<file path="src/rtl/mux_scan_sequencer.sv">
`default_nettype none
// ============================================================================
// Module   : mux_scan_sequencer
// Purpose  : Walks a 4:1 mux select through the enabled channels, captures the
//            mux output after a settle time, and flags each completed frame.
// Option   : MUX_SCAN_CHANGE_EN adds the 'changed' output.
// Revision : 1.0
// ============================================================================
module mux_scan_sequencer #(
  parameter int SETTLE = 2,
  parameter int CNT_W  = 4
) (
  input  logic       clk,
  input  logic       rst,
  input  logic       start,
  input  logic       continuous,
  input  logic [3:0] ch_en,
  input  logic       mux_y,
  output logic [1:0] sel,
  output logic       busy,
  output logic [3:0] samples,
  output logic       frame_valid
`ifdef MUX_SCAN_CHANGE_EN
  ,
  output logic       changed
`endif
);

  localparam logic [0:0] ST_IDLE   = 1'b0;
  localparam logic [0:0] ST_SETTLE = 1'b1;

  localparam logic [CNT_W-1:0] c_cnt_last = CNT_W'(SETTLE - 1);

  logic [0:0]       state_q, state_d;
  logic [1:0]       sel_q, sel_d;
  logic             busy_q, busy_d;
  logic [3:0]       samples_q, samples_d;
  logic             fv_q, fv_d;
  logic [CNT_W-1:0] cnt_q, cnt_d;
  logic [3:0]       ch_en_q, ch_en_d;

  logic             w_has_next;
  logic [1:0]       w_next_sel;

`ifdef MUX_SCAN_CHANGE_EN
  logic [3:0]       ref_q, ref_d;
  logic             chg_q, chg_d;
`endif

  function automatic logic [1:0] lowest_set(input logic [3:0] mask);
    lowest_set = 2'd0;
    for (int i = 3; i >= 0; i--) begin
      if (mask[i]) lowest_set = 2'(i);
    end
  endfunction

  // Descending scan so the last hit is the nearest enabled channel above sel.
  always_comb begin
    w_has_next = 1'b0;
    w_next_sel = sel_q;
    for (int i = 3; i >= 0; i--) begin
      if (ch_en_q[i] && (i > int'(sel_q))) begin
        w_has_next = 1'b1;
        w_next_sel = 2'(i);
      end
    end
  end

  always_comb begin
    state_d   = state_q;
    sel_d     = sel_q;
    busy_d    = busy_q;
    samples_d = samples_q;
    fv_d      = 1'b0;
    cnt_d     = cnt_q;
    ch_en_d   = ch_en_q;
`ifdef MUX_SCAN_CHANGE_EN
    ref_d     = ref_q;
    chg_d     = 1'b0;
`endif
    case (state_q)
      ST_IDLE: begin
        if (start && (ch_en != 4'd0)) begin
          state_d = ST_SETTLE;
          ch_en_d = ch_en;
          sel_d   = lowest_set(ch_en);
          cnt_d   = '0;
          busy_d  = 1'b1;
        end
      end
      ST_SETTLE: begin
        if (cnt_q == c_cnt_last) begin
          cnt_d            = '0;
          samples_d[sel_q] = mux_y;
          if (w_has_next) begin
            sel_d = w_next_sel;
          end else begin
            fv_d = 1'b1;
`ifdef MUX_SCAN_CHANGE_EN
            chg_d = (samples_d != ref_q);
            ref_d = samples_d;
`endif
            if (continuous && (ch_en != 4'd0)) begin
              ch_en_d = ch_en;
              sel_d   = lowest_set(ch_en);
            end else begin
              state_d = ST_IDLE;
              busy_d  = 1'b0;
            end
          end
        end else begin
          cnt_d = cnt_q + 1'b1;
        end
      end
      default: begin
        state_d = ST_IDLE;
        busy_d  = 1'b0;
      end
    endcase
  end

  always_ff @(posedge clk) begin
    if (rst) begin
      state_q   <= ST_IDLE;
      sel_q     <= 2'd0;
      busy_q    <= 1'b0;
      samples_q <= 4'd0;
      fv_q      <= 1'b0;
      cnt_q     <= '0;
      ch_en_q   <= 4'd0;
`ifdef MUX_SCAN_CHANGE_EN
      ref_q     <= 4'd0;
      chg_q     <= 1'b0;
`endif
    end else begin
      state_q   <= state_d;
      sel_q     <= sel_d;
      busy_q    <= busy_d;
      samples_q <= samples_d;
      fv_q      <= fv_d;
      cnt_q     <= cnt_d;
      ch_en_q   <= ch_en_d;
`ifdef MUX_SCAN_CHANGE_EN
      ref_q     <= ref_d;
      chg_q     <= chg_d;
`endif
    end
  end

  assign sel         = sel_q;
  assign busy        = busy_q;
  assign samples     = samples_q;
  assign frame_valid = fv_q;
`ifdef MUX_SCAN_CHANGE_EN
  assign changed     = chg_q;
`endif

endmodule
`default_nettype wire

</file>
<file path="config.mk">
export PLATFORM = sky130hd
export DESIGN_NAME = mux_scan_sequencer
export DESIGN_NICKNAME = d
export VERILOG_FILES = /design/src/rtl/mux_scan_sequencer.sv
export SDC_FILE = /design/constraint.sdc
export NUM_CORES = 1
export LEC_CHECK = 0
export ABC_CLOCK_PERIOD_IN_PS = 4000
export CAP_MARGIN = 20
export CELL_PAD_IN_SITES_DETAIL_PLACEMENT = 1
export CELL_PAD_IN_SITES_GLOBAL_PLACEMENT = 1
export CORE_UTILIZATION = 48
export CTS_BUF_LIST = sky130_fd_sc_hd__clkbuf_16
export DETAILED_ROUTE_END_ITERATION = 16
export DONT_BUFFER_PORTS = 1
export HOLD_SLACK_MARGIN = 0.06
export PLACE_DENSITY_LB_ADDON = 0.1
export SLEW_MARGIN = 20
export SYNTH_ARGS = -nofsm -noshare
export SYNTH_HDL_FRONTEND = slang
export SYNTH_SLANG_ARGS = --single-unit
</file>
<file path="constraint.sdc">
create_clock -name clk -period 4 [get_ports clk]
set_input_delay 0.6 -clock clk [delete_from_list [all_inputs] [get_ports clk]]
set_output_delay 0.6 -clock clk [all_outputs]
set_load 0.03 [all_outputs]
</file>
After elaboration in Yosys (flattened, before gate mapping)
Cells that the tools add are included.
{"block": "word_totals", "ff_bits": 17, "inputBits": 9, "out_inout_bits": 8, "elab_cells": 72}
{"block": "op_classes", "addsub": 1, "order_cmp": 5, "eq_ne": 8, "n_mux": 37, "n_bitwise": 2, "n_reduce_logical": 12}
{"cell": "4-bit two-way mux", "n": 6}
{"cell": "2-bit two-way mux", "n": 11}
{"cell": "4-bit one-hot mux with 2 select lines", "n": 2}
{"cell": "1-bit two-way mux", "n": 13}
{"cell": "4-bit AND reduction", "n": 3}
{"cell": "1-bit logical AND", "n": 6}
{"cell": "2-bit != test, second input constant", "n": 3}
{"cell": "5-bit by 2-bit != test with 1-bit output, second input constant", "n": 1}
{"cell": "4-bit by 1-bit adder with 4-bit output, second input constant", "n": 1}
{"cell": "4-bit bitwise mux", "n": 1}
{"cell": "4-bit by 1-bit == test with 1-bit output, second input constant", "n": 1}
{"cell": "2-bit > comparator, first input constant", "n": 2}
{"cell": "2-bit by 1-bit != test with 1-bit output, second input constant", "n": 2}
{"cell": "1-bit one-hot mux with 2 select lines", "n": 2}
{"cell": "2-bit one-hot mux with 2 select lines", "n": 1}
{"cell": "4-bit nonzero test", "n": 1}
{"cell": "2-bit by 3-bit < comparator with 1-bit output, second input constant", "n": 1}
{"cell": "3-bit by 1-bit != test with 1-bit output, second input constant", "n": 1}
{"cell": "3-bit OR reduction", "n": 1}
{"cell": "1-bit demux with 2-bit select", "n": 1}
{"cell": "2-bit by 1-bit greater-or-equal comparator with 1-bit output, second input constant", "n": 1}
{"cell": "1-bit by 2-bit > comparator with 1-bit output, first input constant", "n": 1}
{"cell": "1-bit NOT", "n": 2}
{"cell": "2-bit AND reduction", "n": 1}

Longest topological paths before layout
{"block": "logic_depth", "word_depth": 8, "depth_mapped": 6}

Worst setup path after synthesis
No wires, ideal clock.
{"block": "synth_path", "kind": "input port to flip-flop", "from": "input ch_en[3]", "to": "register ch_en_q[1]", "t_arrival_ns": 1.735, "path_slack_ns": 2.194, "stages": 4, "path_cell_list": "or4_4 and3_4 a31oi_4 mux2i_1"}
{"block": "synth_via", "elab_chain_len": 4, "elab_cells_between_ends": 6, "cone_classes": "2 x eq/ne; 4 x reduce/logical"}
{"item": "start: declaration", "line": "17", "source": "input logic [3:0] ch_en,"}
{"item": "4-bit nonzero test *", "line": "83, 103"}
{"item": "1-bit logical AND (on tied branches)", "line": "103, 83"}
{"item": "2-bit by 1-bit != test with 1-bit output (no line) / 2-bit != test (equally long branches)"}
{"item": "4-bit AND reduction (no line) *"}
{"item": "end signal: assignment", "line": "142", "source": "ch_en_q <= ch_en_d;"}
{"item": "end: declaration", "line": "40", "source": "logic [3:0] ch_en_q, ch_en_d;"}
Mark *: on every way between the ends. The rest lies on a longest branch, timed or not.
A chain may end at the register's enable or synchronous reset.

Worst setup path after layout
{"block": "layout_path", "from": "register cnt_q[0]", "to": "register sel_q[0], in the netlist sel[0]"}
{"block": "layout_via", "elab_chain_len": 3}
{"item": "start: declaration", "line": "39", "source": "logic [CNT_W-1:0] cnt_q, cnt_d;"}
{"item": "start signal: assignment", "line": "141", "source": "cnt_q <= cnt_d;"}
{"item": "4-bit by 1-bit == test with 1-bit output", "line": "92", "source": "if (cnt_q == c_cnt_last) begin"}
{"item": "2-bit by 1-bit != test with 1-bit output (no line)"}
{"item": "4-bit AND reduction (no line)"}
{"item": "end signal: assignment", "line": "137", "source": "sel_q <= sel_d;"}
{"item": "end: declaration", "line": "35", "source": "logic [1:0] sel_q, sel_d;"}
Every way passes these cells.

==> out/metrics.csv <==
stage,metric,value,unit
status,outcome,completed,
sta,max_slew_margin,59.1,%
global_route,grt_pass1_wl,3.26,mm
worst_setup_path,crit_type,reg -> reg,
global_route,overflow,0,
worst_setup_path,required,4180,ps
synthesis,synth_cells,95,
global_route,antenna_found_initial,0,
detailed_routing,vias,732,
cts,hold_buffers,0,
power_and_ir_drop,p_per_area,443,nW/um^2
synthesis,synth_area,881,um^2
detailed_routing,drcViolationCount,0,
sta,finalHoldViolCount,0,
synthesis,ys_seq_area_share,36.4,%
sta,final.min_clock_period,1910,ps
detailed_routing,via_per_inst,6.00,
power_and_ir_drop,total_power,436,uW
cts,cts_buffers,3,
cts,clk_path_buf_depth,2,
detailed_routing,wl_per_cell,17.0,um
detailed_routing,first_pass_iters,5,
floorplan,initial_utilization,51.0,%
floorplan,dieArea,2010,um^2
worst_setup_path,rrSetupSlack,2090,ps
synthesis,yosysWarnings,0,
cts,cts-root-buf,clkbuf_16,
synthesis,synth.top_cell.area_share,36.4,%
cts,cts_setup_buffers,0,
power_and_ir_drop,p_leak,0.000359,uW
floorplan,die_w,44.8,um
worst_setup_path,slowest_delay,470,ps
sta,setup-violations-final,0,
worst_setup_path,slowest_stage,nor3b_1,
worst_setup_path,end_kind,flop,
power_and_ir_drop,peakVddDrop,271,uV
final_layout,fin_cells,122,
placement,gp_congestion,0.894,
final_layout,final_util,57.0,%
sta,period_share,47.9,%
cts,tritoncts,built,
final_layout,layout.nets,109,
worst_setup_path,crit_arrival,2090,ps
global_route,grt_max_degree,21,
placement,port_buffers,0,
synthesis,synth_area_per_cell,9.27,um^2
min_path,hold_class,in -> reg,
worst_setup_path,crit_fanout,6,
floorplan,io_pins,17,
cts,ctsResizeCount,0,
placement,dp_cells,118,
synthesis,synthDistinctLibCells,35,
detailed_routing,ant_nets,0,
sta,tightest_slew,598,ps
synthesis,ys_seq_elements,16,
sta,clock_skew,1.52,ps
synthesis,synth_area_leaders,"dfxtp_1 (36%), mux2i_1 (8.0%), nor2_1 (5.1%)",
final_layout,n_antenna_cell,0,
synthesis,synth_top_cell_by_area,dfxtp_1,
floorplan,rows,15,
final_layout,post_route_cells_drive_above_1_share,12.4,%
run,drv_cap,0,
global_route,grt_pass1_vias,702,
worst_setup_path,crit_chain,ha_1 -> nor3b_1 -> nor2_1 -> a311oi_2 -> mux2i_1,
cts,cts_max_level,1,
worst_setup_path,cp_num_buf_inv,0,
floorplan,die_y,44.8,um
worst_setup_path,crit_family,simple AND/OR/NAND/NOR gates,
floorplan,core,1730,um^2
cts,clk_pin_slew,50,ps
sta,rsz0062_at_grt,no,
detailed_routing,finalWirelength,2.07,mm
sta,slew_violations,0,
cts,worstSkewPairLatency,250,ps
global_route,grt_usage,22.7,%
placement,dpl.hpwl,1.49,mm
synthesis,synth_nets,106,
sta,fmax,522,MHz
detailed_routing,initialDrtViolationCount,4,
sta,fin_tns_setup,0,ps
final_layout,area_growth,11.6,%
cts,cts.sinks,16,
worst_setup_path,start_kind,flop,
==> layout make-up <==
class	count	area, um^2
clock inverters	1	3.75
well taps	25	31.3
flip-flops and latches	16	320
multi-input cells	72	534
fillers	212	743
clock buffers	3	75.1
inverters	5	18.8
==> cell usage after synthesis (all sizes together) <==
master   number
a2111oi       1
nand4bb       1
a311oi        2
dfxtp        16
and2          2
a211oi        2
or2b          2
a21oi         8
ha            2
nor2         12
nor2b         1
nand3         3
mux2i         7
or4           1
nand2b        7
a211o         1
a221oi        1
a41oi         2
inv           5
nand3b        1
o2111ai       1
o31ai         2
nor3          5
nand2         1
and3          2
o21ai         2
a31oi         1
nor3b         1
and4bb        1
clkbuf        2
==> power breakdown <==
part	leakage (uW)	internal, uW	total (uW)	switching [uW]
sequential	0.000130	167	185	18.1
combinational	0.000190	23.6	52.7	29.1
clock	0.0000385	133	198	64.8
total	0.000359	324	436	112
==> path summary, 6_finish.rpt <==
kind / startpoint / endpoint / cells after the start
setup / recovery: cnt_q[0] / sel[0] / 5
hold / removal: rst / sel[1] / 1
setup reg to reg: cnt_q[0] / sel[0] / 5
hold reg to reg: ch_en_q[2] / ch_en_q[2] / 2
==> cells by family (layout without fill, tap and decap cells) <==
| kind of cell | Yosys count | in the layout | synth area share, % |
|---|---|---|---|
| AOI/OAI and AO/OA | 23 | 23 | 22.2 |
| adders and majority gates | 2 | 2 | 2.84 |
| buffers and inverters | 7 | 9 | 2.98 |
| DFF | 16 | 16 | 36.4 |
| muxes | 7 | 7 | 7.95 |
| and+or+nand+nor | 40 | 40 | 27.7 |
==> through the flow <==
stage | setup WS, ps | area [um^2] | hold WS, ps
final | 2090 | 983 | 414
after global routing | 1940 | 983 | 408
after CTS | 2120 | 983 | 411
after detailed placement | 2100 | 905 | 499
after global placement | 2130 | 905 | 481
after floorplan | 2190 | 881 | 465
==> placed cells by master (no fill, tap or decap), types with 2 or more instances in the layout <==
| master | Yosys | layout |
|---|---|---|
| mux2i_1 | 7 | 7 |
| inv_1 | 5 | 5 |
| clkbuf_16 | 0 | 3 |
| or2b_1 | 2 | 2 |
| nand2b_1 | 6 | 6 |
| o31ai_1 | 2 | 2 |
| a21oi_1 | 7 | 7 |
| nor2_1 | 12 | 12 |
| nand3_1 | 3 | 3 |
| dfxtp_1 | 16 | 16 |
| a41oi_1 | 2 | 2 |
| a211oi_1 | 2 | 2 |
| ha_1 | 2 | 2 |
| o21ai_0 | 2 | 2 |
| nor3_1 | 5 | 5 |
==> registers in the layout (all words and copies together), names as in the netlist <==
name,count
samples,4
frame_valid,1
cnt_q,4
busy,1
sel,2
state_q,1
ch_en_q,3
==> routing by layer <==
layer | up-vias | wire [um] | global-route usage (%)
met4 | 0 | 51 | 9.70
met5 | - | 0 | 0
met2 | 19 | 919 | 34.1
li1 | 355 | - | -
met1 | 354 | 1010 | 31.5
met3 | 4 | 97 | 4.80
==> worst register-to-register path, cell delays in order (launching register included) <==
cell and delay (ps):
dfxtp_1 420, ha_1 210, nor3b_1 470, nor2_1 160, a311oi_2 370, mux2i_1 220
No activity file was read; power rests on OpenSTA's default activity.
